--- src/rtl/pipe_ctrl_pkg.sv ---
// Shared definitions for the pipeline sequencing controller: stall-vector layout,
// the four stall encodings, FSM state encoding and common constants.
package pipe_defs;

    localparam int STALL_W      = 6;
    localparam int STALL_PC     = 0;
    localparam int STALL_IF_ID  = 1;
    localparam int STALL_ID_EX  = 2;
    localparam int STALL_EX_MEM = 3;
    localparam int STALL_MEM_WB = 4;
    localparam int STALL_WB     = 5;

    typedef logic [STALL_W-1:0] stall_vec_t;

    // Each encoding freezes the requesting stage and everything upstream of it.
    localparam stall_vec_t STALL_NONE   = 6'b000000;
    localparam stall_vec_t STALL_BY_IF  = 6'b000011;
    localparam stall_vec_t STALL_BY_ID  = 6'b000111;
    localparam stall_vec_t STALL_BY_EX  = 6'b001111;
    localparam stall_vec_t STALL_BY_MEM = 6'b011111;

    typedef enum logic [1:0] {
        ST_RUN    = 2'd0,
        ST_FLUSH  = 2'd1,
        ST_REFILL = 2'd2
    } state_e;

    localparam logic [31:0] ZeroWord = 32'h0000_0000;

endpackage

--- src/rtl/pipe_ctrl_if.sv ---
// Stall-request / exception / hold-vector bundle between the core stages and pipe_ctrl.
interface pipe_ctrl_if;
    import pipe_defs::*;

    logic        stallreq_if;
    logic        stallreq_id;
    logic        stallreq_ex;
    logic        stallreq_mem;
    logic        excp_valid;
    logic [31:0] excp_vector;
    stall_vec_t  stall;
    logic        flush;
    logic [31:0] new_pc;

    modport master (
        output stallreq_if, stallreq_id, stallreq_ex, stallreq_mem,
        output excp_valid, excp_vector,
        input  stall, flush, new_pc
    );

    modport slave (
        input  stallreq_if, stallreq_id, stallreq_ex, stallreq_mem,
        input  excp_valid, excp_vector,
        output stall, flush, new_pc
    );

endinterface

--- src/rtl/pipe_ctrl_stall_watchdog.sv ---
// Debug visibility for pipeline stalls: consecutive-stall watchdog with a sticky
// timeout flag, plus a saturating total count of stalled cycles.
module stall_watchdog #(
    parameter int STALL_TIMEOUT = 1024,
    parameter int CNT_W         = 32
) (
    input  logic             clk,
    input  logic             rst,
    input  logic             stall_pc,
    input  logic             flush,
    output logic             stall_timeout,
    output logic [CNT_W-1:0] stall_cnt
);

    localparam int              WD_W     = $clog2(STALL_TIMEOUT + 1);
    localparam logic [WD_W-1:0] WD_LIMIT = WD_W'(STALL_TIMEOUT);

    logic [WD_W-1:0]  wd_q, wd_d, wd_inc;
    logic             timeout_q, timeout_d;
    logic [CNT_W-1:0] cnt_q, cnt_d;
    logic             stalled;

    assign stalled = stall_pc && !flush;

    // NOTE: every variable gets a default at the top of the block so no path
    // leaves it unassigned, which would otherwise infer a latch.
    always_comb begin
        wd_inc    = wd_q + 1'b1;
        wd_d      = wd_q;
        timeout_d = timeout_q;
        cnt_d     = cnt_q;
        if (!stalled) begin
            wd_d = '0;
        end else begin
            // The run length saturates at the limit; the flag is sticky anyway.
            if (wd_q != WD_LIMIT) wd_d = wd_inc;
            if (wd_inc == WD_LIMIT) timeout_d = 1'b1;
            if (cnt_q != '1) cnt_d = cnt_q + 1'b1;
        end
    end

    // NOTE: sequential state uses non-blocking assignments so every flop
    // samples its _d value from before the edge.
    always_ff @(posedge clk or negedge rst) begin
        if (!rst) begin
            wd_q      <= '0;
            timeout_q <= 1'b0;
            cnt_q     <= '0;
        end else begin
            wd_q      <= wd_d;
            timeout_q <= timeout_d;
            cnt_q     <= cnt_d;
        end
    end

    assign stall_timeout = timeout_q;
    assign stall_cnt     = cnt_q;

endmodule

--- src/rtl/pipe_ctrl.sv ---
// Pipeline sequencing controller: priority stall encoder, exception flush FSM
// (RUN -> FLUSH -> REFILL) with a one-entry pending exception slot.
module pipe_ctrl
    import pipe_defs::*;
#(
    parameter int REFILL_CYC    = 2,
    parameter int STALL_TIMEOUT = 1024,
    parameter int CNT_W         = 32
) (
    input  logic             clk,
    input  logic             rst,
    pipe_ctrl_if.slave       bus,
    output logic             stall_timeout,
    output logic [CNT_W-1:0] stall_cnt
);

    localparam logic [3:0] REFILL_LOAD = 4'(REFILL_CYC - 1);

    state_e      state_q, state_d;
    logic [3:0]  refill_q, refill_d;
    logic        pend_vld_q, pend_vld_d;
    logic [31:0] pend_pc_q, pend_pc_d;
    logic [31:0] new_pc_q, new_pc_d;
    stall_vec_t  stall_enc;
    logic        take_pend;

    always_comb begin : stall_encoder
        if (bus.stallreq_mem)     stall_enc = STALL_BY_MEM;
        else if (bus.stallreq_ex) stall_enc = STALL_BY_EX;
        else if (bus.stallreq_id) stall_enc = STALL_BY_ID;
        else if (bus.stallreq_if) stall_enc = STALL_BY_IF;
        else                      stall_enc = STALL_NONE;
    end

    always_ff @(posedge clk or negedge rst) begin : state_reg
        if (!rst) begin
            state_q    <= ST_RUN;
            refill_q   <= '0;
            pend_vld_q <= 1'b0;
            pend_pc_q  <= ZeroWord;
            new_pc_q   <= ZeroWord;
        end else begin
            state_q    <= state_d;
            refill_q   <= refill_d;
            pend_vld_q <= pend_vld_d;
            pend_pc_q  <= pend_pc_d;
            new_pc_q   <= new_pc_d;
        end
    end

    // Exceptions that arrive while flushing/refilling wait in the slot; oldest wins.
    assign take_pend = bus.excp_valid && !pend_vld_q;

    always_comb begin : next_state
        state_d    = state_q;
        refill_d   = refill_q;
        pend_vld_d = pend_vld_q;
        pend_pc_d  = pend_pc_q;
        new_pc_d   = new_pc_q;
        unique case (state_q)
            ST_RUN: begin
                // The MEM instruction must retire before its exception is taken.
                if (bus.excp_valid && !bus.stallreq_mem) begin
                    state_d  = ST_FLUSH;
                    new_pc_d = bus.excp_vector;
                end
            end
            ST_FLUSH: begin
                state_d  = ST_REFILL;
                refill_d = REFILL_LOAD;
                if (take_pend) begin
                    pend_vld_d = 1'b1;
                    pend_pc_d  = bus.excp_vector;
                end
            end
            ST_REFILL: begin
                if (refill_q == '0) begin
                    // An exception arriving in the last refill cycle fills the
                    // empty slot and is drained on the same edge.
                    if (pend_vld_q) begin
                        state_d    = ST_FLUSH;
                        new_pc_d   = pend_pc_q;
                        pend_vld_d = 1'b0;
                    end else if (bus.excp_valid) begin
                        state_d  = ST_FLUSH;
                        new_pc_d = bus.excp_vector;
                    end else begin
                        state_d = ST_RUN;
                    end
                end else begin
                    refill_d = refill_q - 1'b1;
                    if (take_pend) begin
                        pend_vld_d = 1'b1;
                        pend_pc_d  = bus.excp_vector;
                    end
                end
            end
            default: state_d = ST_RUN;
        endcase
    end

    always_comb begin : outputs
        bus.flush  = (state_q == ST_FLUSH);
        bus.stall  = (state_q == ST_FLUSH) ? STALL_NONE : stall_enc;
        bus.new_pc = new_pc_q;
    end

    stall_watchdog #(
        .STALL_TIMEOUT(STALL_TIMEOUT),
        .CNT_W        (CNT_W)
    ) u_watchdog (
        .clk          (clk),
        .rst          (rst),
        .stall_pc     (bus.stall[STALL_PC]),
        .flush        (bus.flush),
        .stall_timeout(stall_timeout),
        .stall_cnt    (stall_cnt)
    );

endmodule

--- src/flat_wrapper.sv ---
// flat-port wrapper written by rule: the top's interface ports become plain ports
module pipe_ctrl_flat import pipe_defs::*;
#(
    parameter int REFILL_CYC    = 2,
    parameter int STALL_TIMEOUT = 1024,
    parameter int CNT_W         = 32
)
  (clk, rst, stall_timeout, stall_cnt, bus_stallreq_if, bus_stallreq_id, bus_stallreq_ex, bus_stallreq_mem, bus_excp_valid, bus_excp_vector, bus_stall, bus_flush, bus_new_pc);
  pipe_ctrl_if bus_i ();
  input  logic clk;
  input  logic rst;
  output logic stall_timeout;
  output logic [CNT_W-1:0] stall_cnt;
  input wire logic [$bits(bus_i.stallreq_if)-1:0] bus_stallreq_if;
  input wire logic [$bits(bus_i.stallreq_id)-1:0] bus_stallreq_id;
  input wire logic [$bits(bus_i.stallreq_ex)-1:0] bus_stallreq_ex;
  input wire logic [$bits(bus_i.stallreq_mem)-1:0] bus_stallreq_mem;
  input wire logic [$bits(bus_i.excp_valid)-1:0] bus_excp_valid;
  input wire logic [$bits(bus_i.excp_vector)-1:0] bus_excp_vector;
  output wire logic [$bits(bus_i.stall)-1:0] bus_stall;
  output wire logic [$bits(bus_i.flush)-1:0] bus_flush;
  output wire logic [$bits(bus_i.new_pc)-1:0] bus_new_pc;
  assign bus_i.stallreq_if = bus_stallreq_if;
  assign bus_i.stallreq_id = bus_stallreq_id;
  assign bus_i.stallreq_ex = bus_stallreq_ex;
  assign bus_i.stallreq_mem = bus_stallreq_mem;
  assign bus_i.excp_valid = bus_excp_valid;
  assign bus_i.excp_vector = bus_excp_vector;
  assign bus_stall = bus_i.stall;
  assign bus_flush = bus_i.flush;
  assign bus_new_pc = bus_i.new_pc;
  pipe_ctrl #(.REFILL_CYC(REFILL_CYC), .STALL_TIMEOUT(STALL_TIMEOUT), .CNT_W(CNT_W)) u_core (.clk(clk), .rst(rst), .bus(bus_i), .stall_timeout(stall_timeout), .stall_cnt(stall_cnt));
endmodule
--- config.mk ---
export PLATFORM = sky130hd
export DESIGN_NAME = pipe_ctrl_flat
export DESIGN_NICKNAME = d
export VERILOG_FILES = /design/src/rtl/pipe_ctrl_pkg.sv /design/src/rtl/pipe_ctrl_if.sv /design/src/rtl/pipe_ctrl_stall_watchdog.sv /design/src/rtl/pipe_ctrl.sv /design/src/flat_wrapper.sv
export SDC_FILE = /design/constraint.sdc
export NUM_CORES = 1
export LEC_CHECK = 0
export ABC_AREA = 1
export CAP_MARGIN = 10
export CORE_MARGIN = 2
export CORE_UTILIZATION = 40
export DETAILED_ROUTE_END_ITERATION = 10
export GPL_ROUTABILITY_DRIVEN = 0
export REMOVE_ABC_BUFFERS = 1
export SETUP_SLACK_MARGIN = 0.4
export SYNTH_ARGS = -nofsm -noshare
export SYNTH_HDL_FRONTEND = slang
export SYNTH_SLANG_ARGS = --single-unit
export TNS_END_PERCENT = 50
--- constraint.sdc ---
create_clock -name clk -period 5 [get_ports clk]
set_input_delay 0.75 -clock clk [delete_from_list [all_inputs] [get_ports clk]]
set_output_delay 0.75 -clock clk [all_outputs]
set_load 0.02 [all_outputs]
==> summary.txt <==
Power and ir drop
  – Total Power: 4.31 mW
  – Pwr/cell area: 551 nW/um2
  – IR drop worst, VDD: 0.000265 V
  – Leakage: 3.69 nW

Yosys
  – Post-synthesis sequential area ratio: 0.477
  – Synth Instances: 805
  – Ys async rst share: 1.00
  – Dominant synthesized flop cell: dfrtp_1
  – Post-synth top cells: nand2_1, nor2_1, dfrtp_1, a21oi_1, inv_1
  – Cell Area, Synth: 6040 um2
  – Syn. warnings: 0
  – FF+latch count, synth: 115
  – Count of cell types in the netlist: 31
  – Count leader, synth: nand2_1
  – Post-synth EDFFs: 0
  – Syn avg cell area: 7.50 um2
  – Synth area leaders: dfrtp_1, nand2_1, nor2_1
  – Share of the synthesized area in the top cell type: 0.477
  – Dominant cell type by area after synthesis: dfrtp_1

Setup path
  – CP arrival: 2470 ps
  – Req. time, crit path: 4250 ps
  – Kind of critical path: in -> out
  – CP Launch Type: input pin
  – Critical-path top delay cell: clkdlybuf4s50_1
  – Most common cell on crit path: clkdlybuf4s50_1
  – Crit path buffers/inverters: 2
  – Crit path cell chain: clkdlybuf4s50_1, nor2_1, a31oi_4, clkdlybuf4s50_1
  – Critical Path End Type: output port
  – Top Family by Delay on Critical Path: buffers and inverters
  – WP depth: 4
  – Crit Path Max Fanout: 11
  – R2r worst-path depth: 10
  – Slack of the worst reg-to-reg path: 2790 ps
  – Largest stage delay, worst path: 700 ps

Final layout
  – Fin util: 0.534
  – Finished Layout Cells: 1,108
  – Register area: 2880 um2
  – # fillers: 1,408
  – Nets: 960
  – Area growth syn-to-layout: 29.5%
  – Share of cells above drive strength 1: 0.0617
  – Area of the multi-input gates: 2680 um2
  – Ant diodes: 0

Timing
  – Slew @ Worst Pin: 897 ps
  – Final Setup Violations: 0
  – Setup TNS: 0 ps
  – FMAX: 0.310 GHz
  – Period utilization: 0.645
  – Slew Limit Fails: 0
  – Slew HR: 0.402
  – Worst Clk Skew: 8.64 ps
  – Final hold vios: 0
  – Minimum clock period: 3220 ps
  – Hold slack final: 461 ps
  – Unrepaired setup endpoints after global routing: no

Global routing
  – Vias in the first global route: 5,283
  – GRT Util Overall: 0.191
  – Antenna violations before repair: 0
  – Pin count of the biggest net entering global routing: 71
  – Grt total ovfl: 0
  – Global-route wire length before repair: 24.7 mm

Routing
  – DRC: 0
  – Antenna-violating nets left: 0
  – DR pass1 iterations: 5
  – Via count: 5,371
  – DRT Wirelength: 14.5 mm
  – First DRT Iteration DRCs: 311
  – Vias per inst: 4.85
  – DR WL/cell: 13.1 um

Clock network
  – Cts bufs inserted: 17
  – Worst-path clk slew: 60 ps
  – Post-CTS resize count: 0
  – H-tree levels: 4
  – Root Buffer: clkbuf_16
  – # clock sinks: 115
  – Hold_buf cts: 0
  – Post-CTS setup buffers: 0
  – Clock latency on the worst-skew pair: 420 ps
  – TritonCTS clock tree: done
  – CTS max path bufs: 2

Placed design
  – HPWL after detailed placement: 10.0 mm
  – Placed cell count: 1,075
  – IO buf count: 109

Die
  – Initial core utilization: 0.412
  – Die Y: 127 um
  – Core footprint: 14,600 um2
  – Ports: 111
  – Die area: 16,100 um2
  – # rows: 44
  – Die W: 127 um

Min path
  – Hold Crit Class: in -> async

Flow run
  – Maxcap violations: 0

Outcome
  – Outcome: finished, final reports clean
worst paths after layout:
path | startpoint | endpoint
min | rst | u_core.u_watchdog.stall_cnt[2]
max in group asynchronous | rst | u_core.pend_pc_q[29]
max | bus_stallreq_mem | bus_stall[1]
max reg2reg | u_core.u_watchdog.stall_cnt[0] | u_core.u_watchdog.stall_cnt[31]
min in group clk | u_core.u_watchdog.stall_timeout | u_core.u_watchdog.stall_timeout
min reg2reg | u_core.u_watchdog.stall_timeout | u_core.u_watchdog.stall_timeout
layer usage:
metal	vias to the layer above	GRT usage	wire length, um
met5	-	0	0
met3	23	0.0498	880
met2	135	0.304	6670
li1	2722	-	-
met1	2491	0.250	6670
met4	0	0.0750	249
report_power, final:
group | switching (mW) | internal (mW)
sequential | 0.183 | 1.25
clock | 0.462 | 0.686
combinational | 1.05 | 0.684
final cells by class:
| cell class | instances | area share |
|---|---|---|
| Multi-Input combinational cell | 574 | 0.343 |
| Clock inverter | 14 | 0.0170 |
| Tap cell | 184 | 0.0294 |
| Inverter | 89 | 0.0427 |
| Timing Repair Buffer | 114 | 0.146 |
| Clock buffer | 18 | 0.0549 |
| Sequential cell | 115 | 0.368 |
cells by family (layout without fill, tap and decap cells):
logic type               after synthesis  after routing  share of synthesized area
AND/OR/NAND/NOR                      427            427                      0.292
adder cells (fa/ha/maj)               10             10                     0.0207
XOR/XNOR                              20             20                     0.0290
AO/OA/AOI/OAI                        116            116                     0.0999
buffers and inverters                116            235                     0.0810
flip-flops                           115            115                      0.477
other                                  1              1                   0.000621
cell usage in the layout, fill, tap and decap left out, drive strengths merged, types with 8 or more instances in the layout:
cell	instances
nand2	223
inv	91
xnor2	8
ha	10
xor2	12
dfrtp	115
clkdlybuf4s50	108
nor2	165
clkbuf	18
o21ai	18
a21oi	93
nand3b	10
nand3	20
state kept, by name, summed over array words and instances (netlist names):
register and cells:
u_core.state_q 2, u_core.pend_pc_q 32, u_core.pend_vld_q 1, u_core.u_watchdog.stall_timeout 1, u_core.refill_q 4, u_core.u_watchdog.wd_q 11
u_core.u_watchdog.stall_cnt 32, u_core.bus.new_pc 32
per-stage QoR:
stage          area (um2)  setup WS [ps]
6_report             7820           1780
5_1_grt              7820           1670
4_1_cts              7800           1750
3_5_place_dp         7240           1760
3_3_place_gp         7240           1770
2_1_floorplan        5880           2270
Note: power is estimated with default switching activity, not from simulation.
